[config.mk]
export PLATFORM = sky130hd
export DESIGN_NAME = cmd_parse
export DESIGN_NICKNAME = d
export VERILOG_FILES = /design/src/rtl/cmd_parse.sv
export SDC_FILE = /design/constraint.sdc
export NUM_CORES = 1
export LEC_CHECK = 0
export CAP_MARGIN = 30
export CORE_MARGIN = 2
export CORE_UTILIZATION = 35
export CTS_CLUSTER_DIAMETER = 30
export DETAILED_ROUTE_END_ITERATION = 16
export DONT_BUFFER_PORTS = 1
export PLACE_DENSITY_LB_ADDON = 0.12
export SLEW_MARGIN = 15
export SYNTH_ARGS = -nofsm -noshare
export SYNTH_HDL_FRONTEND = slang
export SYNTH_SLANG_ARGS = --single-unit
[constraint.sdc]
create_clock -name clk_rx -period 3.55 [get_ports clk_rx]
set_input_delay 1.065 -clock clk_rx [delete_from_list [all_inputs] [get_ports clk_rx]]
set_output_delay 1.065 -clock clk_rx [all_outputs]
set_load 0.05 [all_outputs]
[src/rtl/cmd_parse.sv]
// Serial command parser: "*" letter [4 hex digits] CR writes config registers and returns
// an ACK ("-") or NAK ("!") through a single-entry response buffer.
module cmd_parse #(
  parameter logic [15:0] NSAMP_DEF    = 16'h0010,
  parameter logic [15:0] PRESCALE_DEF = 16'h0020,
  parameter logic [15:0] SPEED_DEF    = 16'h0001
) (
  input  logic        clk_rx,
  input  logic        rst_clk_rx,
  input  logic [7:0]  rx_data,
  input  logic        rx_data_rdy,
  output logic [7:0]  resp_char,
  output logic        resp_valid,
  input  logic        resp_ready,
  output logic        resp_ovr,
  output logic [15:0] nsamp,
  output logic [15:0] prescale,
  output logic [15:0] speed,
  output logic        gen_en
);

  localparam logic [7:0] ChStar = 8'h2A;
  localparam logic [7:0] ChCr   = 8'h0D;
  localparam logic [7:0] ChAck  = 8'h2D;
  localparam logic [7:0] ChNak  = 8'h21;

  typedef enum logic [1:0] {StIdle, StCmd, StHex, StEol} state_e;

  state_e      state;
  logic [7:0]  letter;
  logic [15:0] value;
  logic [1:0]  count;

  logic [7:0]  ch_up;
  logic        is_hex;
  logic [3:0]  nibble;
  logic        is_nps;
  logic        is_gh;
  logic        gen_resp;
  logic [7:0]  gen_char;

  always_comb begin
    ch_up  = ((rx_data >= 8'h61) && (rx_data <= 8'h7A)) ? (rx_data - 8'h20) : rx_data;
    is_hex = 1'b0;
    nibble = 4'h0;
    if ((ch_up >= 8'h30) && (ch_up <= 8'h39)) begin
      is_hex = 1'b1;
      nibble = ch_up[3:0];
    end else if ((ch_up >= 8'h41) && (ch_up <= 8'h46)) begin
      is_hex = 1'b1;
      nibble = ch_up[3:0] + 4'd9;
    end
    is_nps = (ch_up == 8'h4E) || (ch_up == 8'h50) || (ch_up == 8'h53);
    is_gh  = (ch_up == 8'h47) || (ch_up == 8'h48);
  end

  // "*" always restarts silently, so it never produces a response.
  always_comb begin
    gen_resp = 1'b0;
    gen_char = ChNak;
    if (rx_data_rdy && (rx_data != ChStar)) begin
      unique case (state)
        StIdle: gen_resp = 1'b0;
        StCmd:  gen_resp = !(is_nps || is_gh);
        StHex:  gen_resp = !is_hex;
        StEol: begin
          gen_resp = 1'b1;
          gen_char = (rx_data == ChCr) ? ChAck : ChNak;
        end
        default: gen_resp = 1'b0;
      endcase
    end
  end

  always_ff @(posedge clk_rx or posedge rst_clk_rx) begin
    if (rst_clk_rx) begin
      state      <= StIdle;
      letter     <= 8'h00;
      value      <= 16'h0000;
      count      <= 2'd0;
      resp_char  <= 8'h00;
      resp_valid <= 1'b0;
      resp_ovr   <= 1'b0;
      nsamp      <= NSAMP_DEF;
      prescale   <= PRESCALE_DEF;
      speed      <= SPEED_DEF;
      gen_en     <= 1'b0;
    end else begin
      resp_ovr <= 1'b0;
      if (gen_resp) begin
        resp_char  <= gen_char;
        resp_valid <= 1'b1;
        resp_ovr   <= resp_valid && !resp_ready;
      end else if (resp_valid && resp_ready) begin
        resp_valid <= 1'b0;
      end

      if (rx_data_rdy) begin
        if (rx_data == ChStar) begin
          state <= StCmd;
        end else begin
          unique case (state)
            StIdle: state <= StIdle;
            StCmd: begin
              letter <= ch_up;
              value  <= 16'h0000;
              count  <= 2'd0;
              if (is_nps)     state <= StHex;
              else if (is_gh) state <= StEol;
              else            state <= StIdle;
            end
            StHex: begin
              if (is_hex) begin
                value <= {value[11:0], nibble};
                count <= count + 2'd1;
                if (count == 2'd3) state <= StEol;
              end else begin
                state <= StIdle;
              end
            end
            StEol: begin
              state <= StIdle;
              if (rx_data == ChCr) begin
                unique case (letter)
                  8'h4E:   nsamp    <= value;
                  8'h50:   prescale <= value;
                  8'h53:   speed    <= value;
                  8'h47:   gen_en   <= 1'b1;
                  8'h48:   gen_en   <= 1'b0;
                  default: gen_en   <= gen_en;
                endcase
              end
            end
            default: state <= StIdle;
          endcase
        end
      end
    end
  end

endmodule

==> results of run 1 <==
-- where the power goes --
part	leakage, nW	switching [W]	internal, W
Clock	0.0981	0.000328	0.000339
Combinational	0.756	0.0000669	0.0000404
Sequential	1.10	0.0000299	0.000943
Total	1.95	0.000425	0.00132
-- cells in the mapped netlist, types with 2 or more instances --
cell / instances
nor3_1: 3
buf_4: 9
clkbuf_1: 6
nor4_1: 2
dfstp_2: 3
nand4_1: 2
and3_1: 4
a21oi_1: 4
o21a_1: 2
nand4b_1: 2
inv_1: 10
mux2_4: 10
nand3b_1: 3
buf_2: 3
nor2b_1: 3
or3_1: 2
nand2_1: 43
nor2_1: 12
o31ai_1: 2
buf_6: 2
dfrtp_1: 78
mux2i_1: 20
mux2_2: 42
o21ai_0: 5
ha_1: 7
xnor2_1: 3
-- flip-flops by register name (all words and copies together) (netlist names) --
register    count
count           2
gen_en          1
letter          8
nsamp          16
prescale       16
resp_char       2
resp_ovr        1
resp_valid      1
speed          16
state           2
value          16
-- critical path, cell delays in order --
cell	delay, ns
or4b_4	0.53
or3_4	0.42
nor4b_4	0.31
and3b_2	0.24
and4b_1	0.24
buf_12	0.18
mux2_2	0.34
-- metal layers --
layer | part of all wire (%) | vias up | wire length, um | global-route usage (%)
li1 | - | 1073 | - | -
met1 | 45 | 1148 | 3600 | 18.5
met2 | 47 | 73 | 3760 | 23.0
met3 | 6.3 | 13 | 510 | 5.18
met4 | 2.2 | 0 | 179 | 5.86
met5 | 0 | - | 0 | 0
-- through the flow --
step	cells	total power [W]	hold slack, ns
after floorplan	312	0.00108	0.451
after global placement	444	0.00110	0.480
after detailed placement	444	0.00110	0.481
after CTS	459	0.00178	0.497
after global routing	459	0.00184	0.506
final	459	0.00175	0.492
-- kinds of logic after synthesis --
logic type	count (synthesis)	synth area share [%]
AND/OR/NAND/NOR	88	12.2
buffers and inverters	31	4.87
AO/OA/AOI/OAI	26	4.90
multiplexers	72	21.6
XOR/XNOR	3	0.690
flip-flops	81	53.4
other	1	0.0985
adder cells (fa/ha/maj)	7	2.30
-- worst max-delay path by stage --
stage                     from         to  slack (ns)  cells after the start
finish              rx_data[6]   nsamp[9]        0.45                      7
floorplan           rx_data[4]   nsamp[0]       0.003                      9
global placement    rx_data[6]   nsamp[0]        0.09                      7
global route        rx_data[6]  nsamp[15]        0.37                      7
detailed placement  rx_data[6]   nsamp[2]        0.07                      7
CTS                 rx_data[6]   nsamp[3]        0.46                      7
-- final cells by class --
cell class              count  area share [%]
flip-flops and latches     81            48.3
multi-input cells         200            38.2
repair buffers             13            3.81
clock inverters             5            1.34
clock buffers              10            3.27
inverters                  10           0.922
well taps                 140            4.17
-- cells in the final DEF (no fill, tap or decap), types with 2 or more instances in the layout --
cell type	n
nor3_1	2
buf_4	8
xnor2_1	3
o31ai_1	2
mux2_2	42
or3_1	2
nand2_1	43
mux2_4	10
conb_1	4
buf_12	5
nor4_1	2
clkbuf_8	10
nand3b_1	3
o21a_1	2
mux2i_1	20
o21ai_0	5
inv_1	9
and3_1	4
dfstp_2	3
nand4b_1	2
nor2b_1	3
dfrtp_1	78
ha_1	7
clkinv_2	3
a21oi_1	4
nor2_1	12
nand4_1	2
==> run metrics, run 1 <==
Post-CTS Setup Inserts=0; ys flop type=dfrtp_1; row count=38; maximum clock rate=0.322 GHz; post-route cell area=approximately 4200 sq um; ranking of synthesized cells by area=dfrtp_1, mux2_2, mux2i_1, nand2_1, mux2_4; hold path startpoint=count[0]; Avg Synthesized Cell Area=12.3 sq um; area of the core=between 10000 and 15000 sq um; RSZ-0062 raised after global routing=false; worst vdd ir=0.148 mV; warning count from the yosys run=0; MaxCap Viol Count=0; vias in the first global route=2353; ys async rst share=100%; Ports=71; Die Span Y=roughly 110 um; Root Driver=clkbuf_8; total clock sinks=81; hold endpoint=count[0]; worst-margin pin slew=around 1 ns; PnR worst setup slack=0.449 ns; Longest Clk Path Bufs=2; Hold-fix buffers, CTS=0; Worst Reg2Reg Path Length in Cells=7; Hold Path Depth=1; DRC viols=0; initial antenna violation count=0; Final Hold Vio Count=0; Seq/Total Area, Yosys=53.4%; Placer Congestion=a little under 0.9; n_diodes=0; Max transition margin=between 30% and 40%; worst-path fanout max=16; Post-DRT Antenna Nets=0; worst r2r src=state[1]; share of layout cells above drive strength 1=between 20% and 30%; Initial DRC Count=between 80 and 90; Setup TNS=0 ns; filler cell count=between 1k and 1.5k; global route overflow=0; Clock Latency Late Sink=0.34 ns; Initial DRT Pass Iterations=5; Max Slew Vio Count=0; die extent in x=108 um; flop2flop setup slack=~1.2 ns; Final HPWL DP=approximately 5.6 mm; Power Density=415 nW/um^2; Distinct cells, synth=between 50 and 60; Num CTS Buffers=9; Vias per Instance=5.03; Post-synth EDFFs=0; nature of the critical path startpoint=primary input; area occupied by multi-input gates=1610 sq um; Synth Cell Area=between 3000 and 4000 sq um; largest net degree at the start of global routing=45; Worst EP arrival=around 3.3 ns; status=finished, final reports clean; Final period util=87.4%; final clock skew=0.0110 ns; die area=between 10000 and 15000 sq um; Synth area leader=dfrtp_1; Reg area=roughly 2000 sq um; Layout area overhead=10.5%; RR Endpoint=nsamp[9]; nets=about 330; placed standard-cell area=between 4000 and 5000 sq um; CTS tree=yes; CP Data Required Time=about 3.8 ns; Worst-path clk slew=around 0.08 ns; htree depth=3; Initial Util=35.4%; global-route wire length before repair=between 10 and 15 mm; via count=~2.3k; post-cts resize count=0; Port Buffer Count=0; pre-CTS WS=0.0720 ns; Worst Setup End Kind=flop; final core utilization=a little under 40%; DR WL/cell=about 18 um; cells after synthesis=309; drt total wl=8.05 mm; FF+latch count, synth=just over 80; P_leak=1.95 nW; setup violators final=0; crit path time final=about 3.1 ns; Yosys top cell area share=51.3%; worst hold path class=flop to flop; Tot GR Track Use=between 10% and 20%; kind of critical path=primary input to flop
Note: power is estimated with default switching activity, not from simulation.
==> run 2: changes to the inputs <==
CORE_MARGIN = 8   (was 2)
CORE_UTILIZATION = 50   (was 35)
SKIP_LAST_GASP = 1   (was unset)
==> run metrics, run 2 (same netlist as run 1, synthesis figures left out) <==
Initial Util=50.3%; Initial DRT Pass Iterations=4; fin cells=420; nature of the critical path startpoint=primary input; via count=about 2.3k; global-route wire length before repair=12.6 mm; Worst Setup End Kind=flop; worst vdd ir=0.227 mV; largest net degree at the start of global routing=approximately 50; most frequent cells in the layout=dfrtp_1, nand2_1, mux2_2; Ports=just over 70; drt total wl=7.62 mm; Tot GR Track Use=between 15 and 20%; maximum clock rate=~0.32 GHz; global route overflow=0; Post-CTS Setup Inserts=0; Longest Clk Path Bufs=2; area of the core=7570 sq um; Initial DRC Count=95; die extent in x=between 100 and 150 um; post-cts resize count=0; Port Buffer Count=0; DR WL/cell=approximately 18 um; Placed Cells=around 400; nets=roughly 330; Hold-fix buffers, CTS=0; Root Driver=clkbuf_8; Layout area overhead=8.88%; worst-margin pin slew=between 0.9 and 1 ns; RSZ-0062 raised after global routing=false; vias in the first global route=2410; flop2flop setup slack=roughly 1.2 ns; final core utilization=a little over half; Power Density=roughly 420 nW/um^2; status=finished, final reports clean; setup violators final=0; MaxCap Viol Count=0; final clock skew=between 0.008 and 0.009 ns; row count=32; Vias per Instance=~5.4; share of layout cells above drive strength 1=between 20 and 30%; P_leak=~1.9 nW; Worst EP arrival=~3.3 ns; Placer Congestion=~0.8; n_diodes=0; crit path time final=around 3 ns; Num CTS Buffers=9; Critical Path Sink=nsamp[5]; Max transition margin=36.3%; DRC viols=0; die area=between 10000 and 15000 sq um; crit path from=rx_data[6]; Worst Reg2Reg Path Length in Cells=7; kind of critical path=primary input to flop; Die Span Y=103 um; Final Hold Vio Count=0; Worst-path clk slew=around 0.08 ns; filler cell count=between 600 and 700; total clock sinks=81; Final HPWL DP=between 5 and 6 mm; Clock Latency Late Sink=0.35 ns; CP Data Required Time=~3.8 ns; worst r2r src=state[1]; Post-DRT Antenna Nets=0; worst hold path class=flop to flop; CTS tree=yes; worst-path fanout max=16; Final period util=between 80% and 90%; htree depth=3; Max Slew Vio Count=0; initial antenna violation count=0; most common cell after layout, fill and taps aside=dfrtp_1; RR Endpoint=nsamp[5]; Setup TNS=0 ns
==> run 2: changes by cell type in the layout (fill, tap and decap cells not counted), sizes merged <==
cell | previous run | this run
clkinv | 4 | 3
clkinvlp | 1 | 2
buf | 13 | 11
inv | 9 | 10
==> run 2: how the worst min path moves through the flow <==
| stage | to | from | cells after the start | slack [ns] |
|---|---|---|---|---|
| after floorplan | letter[6] | letter[6] | 2 | 0.45 |
| after global placement | count[0] | count[0] | 1 | 0.47 |
| after detailed placement | count[0] | count[0] | 1 | 0.48 |
| after CTS | count[0] | count[0] | 1 | 0.49 |
| after global routing | count[0] | count[0] | 1 | 0.53 |
| final | count[0] | count[0] | 1 | 0.49 |
==> run 2: critical path, stage by stage <==
cell and delay [ns]:
or4b_4 0.53, or3_4 0.42, nor4b_4 0.31, and3b_2 0.24
and4b_1 0.24, buf_12 0.17, mux2_2 0.35
==> run 2: area by class of cell <==
type | count | area (sq um) | area share, %
Multi-Input combinational cell | 200 | 1610 | 38.8
Clock inverter | 6 | 67.6 | 1.63
Inverter | 10 | 38.8 | 0.936
Sequential cell | 81 | 2030 | 49.0
Timing Repair Buffer | 11 | 145 | 3.50
Tap cell | 102 | 128 | 3.08
Clock buffer | 10 | 128 | 3.08
==> run 2: routing by layer <==
layer / global-route usage, % / part of all wire [%]
met1: 18.7 / 43
met4: 7.23 / 2.5
met3: 5.09 / 6.8
met2: 24.8 / 48
met5: 0 / 0
==> run 2: stage by stage <==
step	hold slack (ns)	power, W	worst slack (ns)	area [sq um]
after global routing	0.527	0.00182	0.381	4140
after detailed placement	0.479	0.00110	0.0752	3950
final	0.487	0.00175	0.465	4140
after CTS	0.492	0.00177	0.462	4140
after floorplan	0.451	0.00108	0.00349	3820
after global placement	0.473	0.00110	0.113	3950
==> run 2: where the power goes <==
group	internal [W]	switching (W)	total (W)	leakage, nW
clock	0.000328	0.000340	0.000667	0.0929
combinational	0.0000390	0.0000672	0.000106	0.747
sequential	0.000943	0.0000301	0.000973	1.10
